$ cat src/rtl/bloom_filter_pkg.sv
`default_nettype none
// ============================================================================
// Module   : bloom_filter_pkg
// Brief    : Shared types and constants for the bloom-filter LUT controller.
// Revision : 1.0
// ============================================================================
package bloom_filter_pkg;

  localparam int AMM_LUT_ADDR_W  = 18;
  localparam int AMM_LUT_DATA_W  = 8;
  localparam int LUT_CLEAN_WORDS = 2**AMM_LUT_ADDR_W;

  typedef enum logic [1:0] {
    IDLE      = 2'd0,
    WAIT_HOST = 2'd1,
    CLEAN     = 2'd2,
    DONE      = 2'd3
  } lut_ctrl_state_t;

endpackage
`default_nettype wire

$ cat src/rtl/bloom_lut_ctrl_if.sv
`default_nettype none
// ============================================================================
// Module   : bloom_lut_ctrl_if
// Brief    : Avalon-MM link used for both the host side and the LUT side.
// Revision : 1.0
// ============================================================================
interface bloom_lut_ctrl_if #(
  parameter int ADDR_W = 18,
  parameter int DATA_W = 8
);
  logic [ADDR_W-1:0] address;
  logic              write;
  logic              read;
  logic [DATA_W-1:0] writedata;
  logic              waitrequest;
  logic [DATA_W-1:0] readdata;
  logic              readdatavalid;

  modport master (
    output address, write, read, writedata,
    input  waitrequest, readdata, readdatavalid
  );

  modport slave (
    input  address, write, read, writedata,
    output waitrequest, readdata, readdatavalid
  );
endinterface
`default_nettype wire

$ cat src/rtl/bloom_lut_sweep.sv
`default_nettype none
// ============================================================================
// Module   : bloom_lut_sweep
// Brief    : Clean sweep address counter with advance, clear and last-word flag.
// Revision : 1.0
// ============================================================================
module bloom_lut_sweep #(
  parameter int AMM_LUT_ADDR_W = 18,
  parameter int CLEAN_WORDS    = 2**AMM_LUT_ADDR_W
) (
  input  wire logic                      clk_i,
  input  wire logic                      srst_i,
  input  wire logic                      adv_i,
  input  wire logic                      clr_i,
  output logic [AMM_LUT_ADDR_W-1:0]      addr_o,
  output logic                           last_o
);

  localparam logic [AMM_LUT_ADDR_W-1:0] C_LAST = AMM_LUT_ADDR_W'(CLEAN_WORDS - 1);

  logic [AMM_LUT_ADDR_W-1:0] counter_q;
  logic [AMM_LUT_ADDR_W-1:0] counter_d;

  // Accepting the last word folds back to zero so the next sweep starts clean.
  always_comb begin
    counter_d = counter_q;
    if (clr_i) begin
      counter_d = '0;
    end else if (adv_i) begin
      counter_d = (counter_q == C_LAST) ? '0 : counter_q + 1'b1;
    end
  end

  always_ff @(posedge clk_i) begin
    if (srst_i) begin
      counter_q <= '0;
    end else begin
      counter_q <= counter_d;
    end
  end

  assign addr_o = counter_q;
  assign last_o = (counter_q == C_LAST);

endmodule
`default_nettype wire

$ cat src/rtl/bloom_lut_ctrl.sv
`default_nettype none
// ============================================================================
// Module   : bloom_lut_ctrl
// Brief    : Host/clean-engine arbiter for the bloom-filter hash LUT port.
//            Optional BLOOM_LUT_CLEAN_ON_RESET_EN: start a sweep out of reset.
// Revision : 1.0
// ============================================================================
module bloom_lut_ctrl #(
  parameter int AMM_LUT_ADDR_W = bloom_filter_pkg::AMM_LUT_ADDR_W,
  parameter int AMM_LUT_DATA_W = bloom_filter_pkg::AMM_LUT_DATA_W,
  parameter int CLEAN_WORDS    = 2**AMM_LUT_ADDR_W
) (
  input  wire logic          clk_i,
  input  wire logic          srst_i,
  input  wire logic          en_i,
  input  wire logic          clean_req_i,
  output logic               clean_busy_o,
  output logic               clean_done_o,
  output logic               filter_en_o,
  bloom_lut_ctrl_if.slave    host,
  bloom_lut_ctrl_if.master   lut
);

  import bloom_filter_pkg::*;

`ifdef BLOOM_LUT_CLEAN_ON_RESET_EN
  localparam lut_ctrl_state_t C_RESET_STATE = CLEAN;
`else
  localparam lut_ctrl_state_t C_RESET_STATE = IDLE;
`endif

  lut_ctrl_state_t           state_q;
  lut_ctrl_state_t           state_d;
  logic [AMM_LUT_ADDR_W-1:0] w_sweep_addr;
  logic                      w_sweep_last;
  logic                      w_sweep_adv;
  logic                      w_host_cmd;

  assign w_host_cmd  = host.write | host.read;
  assign w_sweep_adv = (state_q == CLEAN) && !lut.waitrequest;

  bloom_lut_sweep #(
    .AMM_LUT_ADDR_W (AMM_LUT_ADDR_W),
    .CLEAN_WORDS    (CLEAN_WORDS)
  ) u_sweep (
    .clk_i  (clk_i),
    .srst_i (srst_i),
    .adv_i  (w_sweep_adv),
    .clr_i  (state_q != CLEAN),
    .addr_o (w_sweep_addr),
    .last_o (w_sweep_last)
  );

  always_ff @(posedge clk_i) begin
    if (srst_i) begin
      state_q <= C_RESET_STATE;
    end else begin
      state_q <= state_d;
    end
  end

  // A stalled host command must finish before the port is taken.
  always_comb begin
    state_d = state_q;
    case (state_q)
      IDLE: begin
        if (clean_req_i) begin
          state_d = (w_host_cmd && lut.waitrequest) ? WAIT_HOST : CLEAN;
        end
      end
      WAIT_HOST: begin
        if (!lut.waitrequest) begin
          state_d = CLEAN;
        end
      end
      CLEAN: begin
        if (w_sweep_adv && w_sweep_last) begin
          state_d = DONE;
        end
      end
      DONE:    state_d = IDLE;
      default: state_d = IDLE;
    endcase
  end

  always_comb begin
    lut.address      = host.address;
    lut.write        = host.write;
    lut.read         = host.read;
    lut.writedata    = host.writedata;
    host.waitrequest = lut.waitrequest;
    case (state_q)
      CLEAN: begin
        lut.address      = w_sweep_addr;
        lut.write        = 1'b1;
        lut.read         = 1'b0;
        lut.writedata    = '0;
        host.waitrequest = 1'b1;
      end
      DONE: begin
        lut.write        = 1'b0;
        lut.read         = 1'b0;
        host.waitrequest = 1'b1;
      end
      default: ;
    endcase
    // Reads issued before a clean still return while it runs.
    host.readdata      = lut.readdata;
    host.readdatavalid = lut.readdatavalid;
    clean_busy_o       = (state_q != IDLE);
    clean_done_o       = (state_q == DONE);
    filter_en_o        = en_i && (state_q == IDLE);
  end

endmodule
`default_nettype wire
$ cat src/flat_wrapper.sv
// flat-port wrapper written by rule: the top's interface ports become plain ports
module bloom_lut_ctrl_flat import bloom_filter_pkg::*;
#(
  parameter int AMM_LUT_ADDR_W = bloom_filter_pkg::AMM_LUT_ADDR_W,
  parameter int AMM_LUT_DATA_W = bloom_filter_pkg::AMM_LUT_DATA_W,
  parameter int CLEAN_WORDS    = 2**AMM_LUT_ADDR_W
)
  (clk_i, srst_i, en_i, clean_req_i, clean_busy_o, clean_done_o, filter_en_o, host_address, host_write, host_read, host_writedata, host_waitrequest, host_readdata, host_readdatavalid, lut_address, lut_write, lut_read, lut_writedata, lut_waitrequest, lut_readdata, lut_readdatavalid);
  bloom_lut_ctrl_if host_i ();
  bloom_lut_ctrl_if lut_i ();
  input  wire logic clk_i;
  input  wire logic srst_i;
  input  wire logic en_i;
  input  wire logic clean_req_i;
  output logic clean_busy_o;
  output logic clean_done_o;
  output logic filter_en_o;
  input wire logic [$bits(host_i.address)-1:0] host_address;
  input wire logic [$bits(host_i.write)-1:0] host_write;
  input wire logic [$bits(host_i.read)-1:0] host_read;
  input wire logic [$bits(host_i.writedata)-1:0] host_writedata;
  output wire logic [$bits(host_i.waitrequest)-1:0] host_waitrequest;
  output wire logic [$bits(host_i.readdata)-1:0] host_readdata;
  output wire logic [$bits(host_i.readdatavalid)-1:0] host_readdatavalid;
  output wire logic [$bits(lut_i.address)-1:0] lut_address;
  output wire logic [$bits(lut_i.write)-1:0] lut_write;
  output wire logic [$bits(lut_i.read)-1:0] lut_read;
  output wire logic [$bits(lut_i.writedata)-1:0] lut_writedata;
  input wire logic [$bits(lut_i.waitrequest)-1:0] lut_waitrequest;
  input wire logic [$bits(lut_i.readdata)-1:0] lut_readdata;
  input wire logic [$bits(lut_i.readdatavalid)-1:0] lut_readdatavalid;
  assign host_i.address = host_address;
  assign host_i.write = host_write;
  assign host_i.read = host_read;
  assign host_i.writedata = host_writedata;
  assign host_waitrequest = host_i.waitrequest;
  assign host_readdata = host_i.readdata;
  assign host_readdatavalid = host_i.readdatavalid;
  assign lut_address = lut_i.address;
  assign lut_write = lut_i.write;
  assign lut_read = lut_i.read;
  assign lut_writedata = lut_i.writedata;
  assign lut_i.waitrequest = lut_waitrequest;
  assign lut_i.readdata = lut_readdata;
  assign lut_i.readdatavalid = lut_readdatavalid;
  bloom_lut_ctrl #(.AMM_LUT_ADDR_W(AMM_LUT_ADDR_W), .AMM_LUT_DATA_W(AMM_LUT_DATA_W), .CLEAN_WORDS(CLEAN_WORDS)) u_core (.clk_i(clk_i), .srst_i(srst_i), .en_i(en_i), .clean_req_i(clean_req_i), .clean_busy_o(clean_busy_o), .clean_done_o(clean_done_o), .filter_en_o(filter_en_o), .host(host_i), .lut(lut_i));
endmodule
$ cat config.mk
export PLATFORM = sky130hd
export DESIGN_NAME = bloom_lut_ctrl_flat
export DESIGN_NICKNAME = d
export VERILOG_FILES = /design/src/rtl/bloom_filter_pkg.sv /design/src/rtl/bloom_lut_ctrl_if.sv /design/src/rtl/bloom_lut_sweep.sv /design/src/rtl/bloom_lut_ctrl.sv /design/src/flat_wrapper.sv
export SDC_FILE = /design/constraint.sdc
export NUM_CORES = 1
export LEC_CHECK = 0
export BUFFER_PORTS_ARGS = -buffer_cell sky130_fd_sc_hd__buf_2
export CAP_MARGIN = 10
export CORE_UTILIZATION = 44
export CTS_CLUSTER_SIZE = 12
export DETAILED_ROUTE_END_ITERATION = 10
export PLACE_DENSITY = 0.87
export SLEW_MARGIN = 20
export SYNTH_ARGS = -nofsm -noshare
export SYNTH_HDL_FRONTEND = slang
export SYNTH_SLANG_ARGS = --single-unit
$ cat constraint.sdc
create_clock -name clk_i -period 2.7 [get_ports clk_i]
set_input_delay 0.405 -clock clk_i [delete_from_list [all_inputs] [get_ports clk_i]]
set_output_delay 0.405 -clock clk_i [all_outputs]
set_load 0.01 [all_outputs]
---- Yosys cells after proc, flatten, opt, wreduce, memory -nomap -nowiden ----
Cells that the tools add are included.
W data, S select, Z words.
word-level totals
  flip-flop bits (word level) ............. 20
  input port bits ......................... 42
  output and inout bits ................... 41
operators by class
  $add $sub $neg .......................... 1
  eq/ne operators ......................... 8
  muxes and demuxes ....................... 11
  bitwise logic cells ..................... 1
  reduce and logical (&&, ||, !) cells .... 10
operators by type and width
  kind                     count
  $mux W18                 2
  $add A18 B1 Y18 const B  1
  $eq A18 B18 Y1 const B   1
  $mux W2                  4
  $mux W8                  1
  $ne A2 B2 Y1 const B     4
  $pmux W2 S4              1
  $eq A2 B2 Y1 const B     2
  $logic_and A1 B1 Y1      4
  $reduce_or A2 Y1         2
  $reduce_and A3 Y1        1
  $eq A2 B1 Y1 const B     1
  $logic_not A2 Y1         1
  $mux W1                  2
  $pmux W1 S2              1
  $reduce_bool A2 Y1       1
  $logic_not A1 Y1         1
  $or A1 B1 Y1             1

---- Longest topological paths before layout ----
  word-level depth ........................ 5
  mapped depth ............................ 8
  depth with buffers taken out ............ 6

---- Hierarchy ----
A second synthesis with hierarchy kept.
unflattened totals
  cell total of the unflattened synthesis .. 163
  area total of the unflattened synthesis .. 1441.4 µm²
by module, submodules not included
  module           instances  cells an instance  area an instance (µm²)
  bloom_lut_sweep  1          99                 889.6
  bloom_lut_ctrl   1          64                 551.8

---- Worst setup path after synthesis ----
OpenSTA, ideal clock, no wires.
  path kind ............................... register -> register
  start point ............................. register u_core.state_q[0]
  end point ............................... register u_core.state_q[0]
  arrival ................................. 1.826 ns
  data required time ...................... 2.579 ns
  slack ................................... 0.753 ns
  cell stages (with the launch flop) ...... 8
  period minus slack after synthesis ...... 1.947 ns
  cell sequence ........................... dfxtp_1 -> inv_1 -> ha_1 -> buf_6 -> and4b_1 -> nand4_4 -> o21ai_0 -> mux2_2
between the ends
  longest elaborated chain between the ends .. 5
  elaborated cells between the ends (all ways) .. 11
  classes of those cells .................. 6 x eq/ne; 1 x mux; 4 x reduce/logical
RTL lines
  what                                RTL line                                    text
  start, declared                     bloom_lut_ctrl.sv:32                        lut_ctrl_state_t state_q;
  start signal, assigned              bloom_lut_ctrl.sv:58                        state_q <= state_d;
  $eq A2 B2 Y1                        bloom_lut_ctrl.sv:40, bloom_lut_ctrl.sv:65
  $logic_and A1 B1 Y1                 bloom_lut_ctrl.sv:40                        assign w_sweep_adv = (state_q == CLEAN) && !lut.waitrequest;
  $logic_and A1 B1 Y1                 bloom_lut_ctrl.sv:77                        if (w_sweep_adv && w_sweep_last) begin
  $ne A2 B2 Y1 (no source line)       --
  $reduce_and A3 Y1 (no source line)  --
Several ways; a longest one is shown, not always the timed one.
A chain may end at the register's enable or synchronous reset.

---- Final worst setup path ----
  start point ............................. register u_core.state_q[0]
  end point ............................... output lut_address[11]
between the ends
  longest elaborated chain between the ends .. 2
RTL lines
  what           RTL line              text
  $eq A2 B2 Y1   bloom_lut_ctrl.sv:92  case (state_q)
  $mux W18       bloom_lut_ctrl.sv:92
  end, declared  flat_wrapper.sv:25    output wire logic [$bits(lut_i.address)-1:0] lut_address;
Every way passes these cells.

==> results.json <==
{
  "cts_tree": "yes",
  "final_cell_area_sq_um": 1800,
  "drt-initial-drc-count": 22,
  "synth.distinct_cells": 36,
  "worst-setup-path-type": "reg -> out",
  "diodes": 0,
  "power.leakage_nw": 0.771,
  "setup_viol_count_final": 0,
  "fmax_ghz": 0.456,
  "worst_skew_pair.late_latency_ps": 310,
  "powerDensity_nw_per_um2": 600,
  "io_pins": 83,
  "cap_violations": 0,
  "fp.dieH_um": 59.9,
  "gr-usage-met2_pct": 35.2,
  "place_area_sq_um": 1750,
  "wirelength_um": 3190,
  "finalClockSkew_ps": 10.0,
  "crit_path_start_kind": "register",
  "crit_arrival_ps": 1790,
  "clk_pin_slew_worst_paths_ps": 110,
  "netlist_instances": 166,
  "numCtsBuffers": 3,
  "slew_headroom_pct": 56.7,
  "ant_nets": 0,
  "crit_fanout": 24,
  "drv_slew": 0,
  "overflow": 0,
  "core_area_sq_um": 3130,
  "ys_ff_latch": 20,
  "dp.final_hpwl_um": 2510,
  "drive_gt1_share_pct": 42.5,
  "required_ps": 2300,
  "ctsResizeCount": 0,
  "post-route-util_pct": 57.6,
  "syn_area_per_cell_sq_um": 8.89,
  "grt_pass1_wl_um": 5130,
  "start_util_pct": 47.2,
  "period_needed_ps": 2190,
  "rows": 20,
  "vias": 1371,
  "syn_area_sq_um": 1480,
  "avgViaCountPerCell": 5.21,
  "setup-tns-final_ps": 0,
  "area_growth_pct": 22.0,
  "clockBufferDepth": 2,
  "post_cts_buffers": 0,
  "p_total_mw": 1.08,
  "yosysSeqAreaShare_pct": 27.1,
  "io_buffers": 64,
  "seqCellArea_sq_um": 400,
  "post-place-ws_ps": 588,
  "final_common_cell": "buf_2",
  "wl_per_cell_um": 12.1,
  "layout_setup_ws_ps": 509,
  "final_cell_mix": "64 x buf_2, 20 x dfxtp_1, 19 x mux2_2",
  "use_met1_pct": 20.5,
  "syn_nets": 214,
  "root_buffer": "clkbuf_4",
  "worst_pin_slew_ps": 648,
  "outcome": "completed",
  "grt_busiest_layer": "met2",
  "finalCritPeriodShare_pct": 81.1,
  "htreeDepth": 1,
  "dieWidth_um": 59.9,
  "use_met3_pct": 4.33,
  "rsz0062_at_grt": "false",
  "track_usage_pct": 18.8,
  "grt_pass1_vias": 1239,
  "antenna_found_initial": 0,
  "clock_sinks": 20,
  "remaining_drc_errors": 0,
  "yosys_warnings": 0,
  "firstDrtPassIters": 6,
  "vdd_drop_max_mv": 0.396,
  "hold_viol": 0,
  "grt_max_degree": 25,
  "multi_input_area_sq_um": 925,
  "fill_cells": 280,
  "endpoint_kind": "output pin",
  "final_nets": 268,
  "gp_congestion": 0.873,
  "hold_class": "in -> reg",
  "ctsHoldBuffers": 0,
  "die_area_sq_um": 3590
}
-- final cells by class --
type                       instances  share of cell area (%)
clock buffer                       3                    1.25
tap                               44                    3.06
timing repair buffer              66                    18.6
sequential                        20                    22.2
clock inverter                     1                    1.67
multi-input combinational        120                    51.3
inverter                           9                    1.87
-- Yosys cell counts --
master     n  area share (%)
and4_1     1            0.59
o21ai_0    5             1.7
or4b_1     1            0.68
nand4_4    2             2.9
o211ai_1   2             1.0
or3_1      5             2.1
or3_4      1            0.76
and3_1     1            0.42
a211o_1    1            0.59
a2111o_1   1            0.76
o311ai_4   1             1.8
dfxtp_1   20              27
o31ai_1    4             2.0
nand2_1   10             2.5
a221oi_1   1            0.59
nor2b_1   10             4.2
or4_1      5             2.5
nor2_1    11             2.8
mux2i_1    1            0.68
ha_1       6             5.1
nand2b_1   1            0.42
clkbuf_1   4             1.0
nand3_1    5             1.7
xnor2_1    2             1.2
a21o_1     1            0.51
buf_6      2             1.5
nor3b_1    1            0.51
xor2_1     7             4.2
and4b_1    1            0.68
buf_4     10             5.1
a21oi_1    9             3.1
and2_1     2            0.85
nand4_1    3             1.3
mux2_2    19              14
buf_2      1            0.34
inv_1      9             2.3
-- kinds of logic (layout without fill, tap and decap cells) --
group           count (synthesis)  count (layout)  synth area share (%)
flops                          20              20                  27.1
fa+ha+maj                       6               6                  5.08
simple gates                   60              60                  25.0
mux                            20              20                  15.2
xor+xnor                        9               9                  5.34
compound gates                 25              25                  12.0
buf+inv                        26              79                  10.3
-- power breakdown --
group	switching [mW]	internal, mW	leakage, nW	total [mW]
combinational	0.262	0.248	0.582	0.510
clock	0.0982	0.150	0.0279	0.248
sequential	0.0142	0.308	0.161	0.322
-- routing by layer --
metal  vias up  part of all wire [%]
met2        39                    52
met3         2                   4.4
met4         0                  0.44
met5         -                     0
li1        690                     -
met1       640                    43
-- state kept, by name, indices dropped and copies added, names as in the netlist --
name,cells
u_core.u_sweep.addr_o,18
u_core.state_q,2
-- stage by stage --
step	cells	hold slack, ps
floorplan	166	461
global placement	259	484
detailed placement	259	490
CTS	263	431
global route	263	446
finish	263	441
-- critical path: stages, from the launching register on --
cell	delay, ps
dfxtp_1	340
inv_1	130
ha_1	200
buf_4	290
mux2_2	380
buf_2	140
-- worst paths after layout --
check                           depth (start not counted)                         to                 startpoint  slack [ps]
worst max-delay path                                    5            lut_address[11]          u_core.state_q[0]         510
worst min register to register                          2  u_core.u_sweep.addr_o[17]  u_core.u_sweep.addr_o[17]         510
worst max register to register                          7  u_core.u_sweep.addr_o[11]          u_core.state_q[0]         590
worst min-delay path                                    2   u_core.u_sweep.addr_o[1]            lut_waitrequest         440
Note: power is estimated with default switching activity, not from simulation.
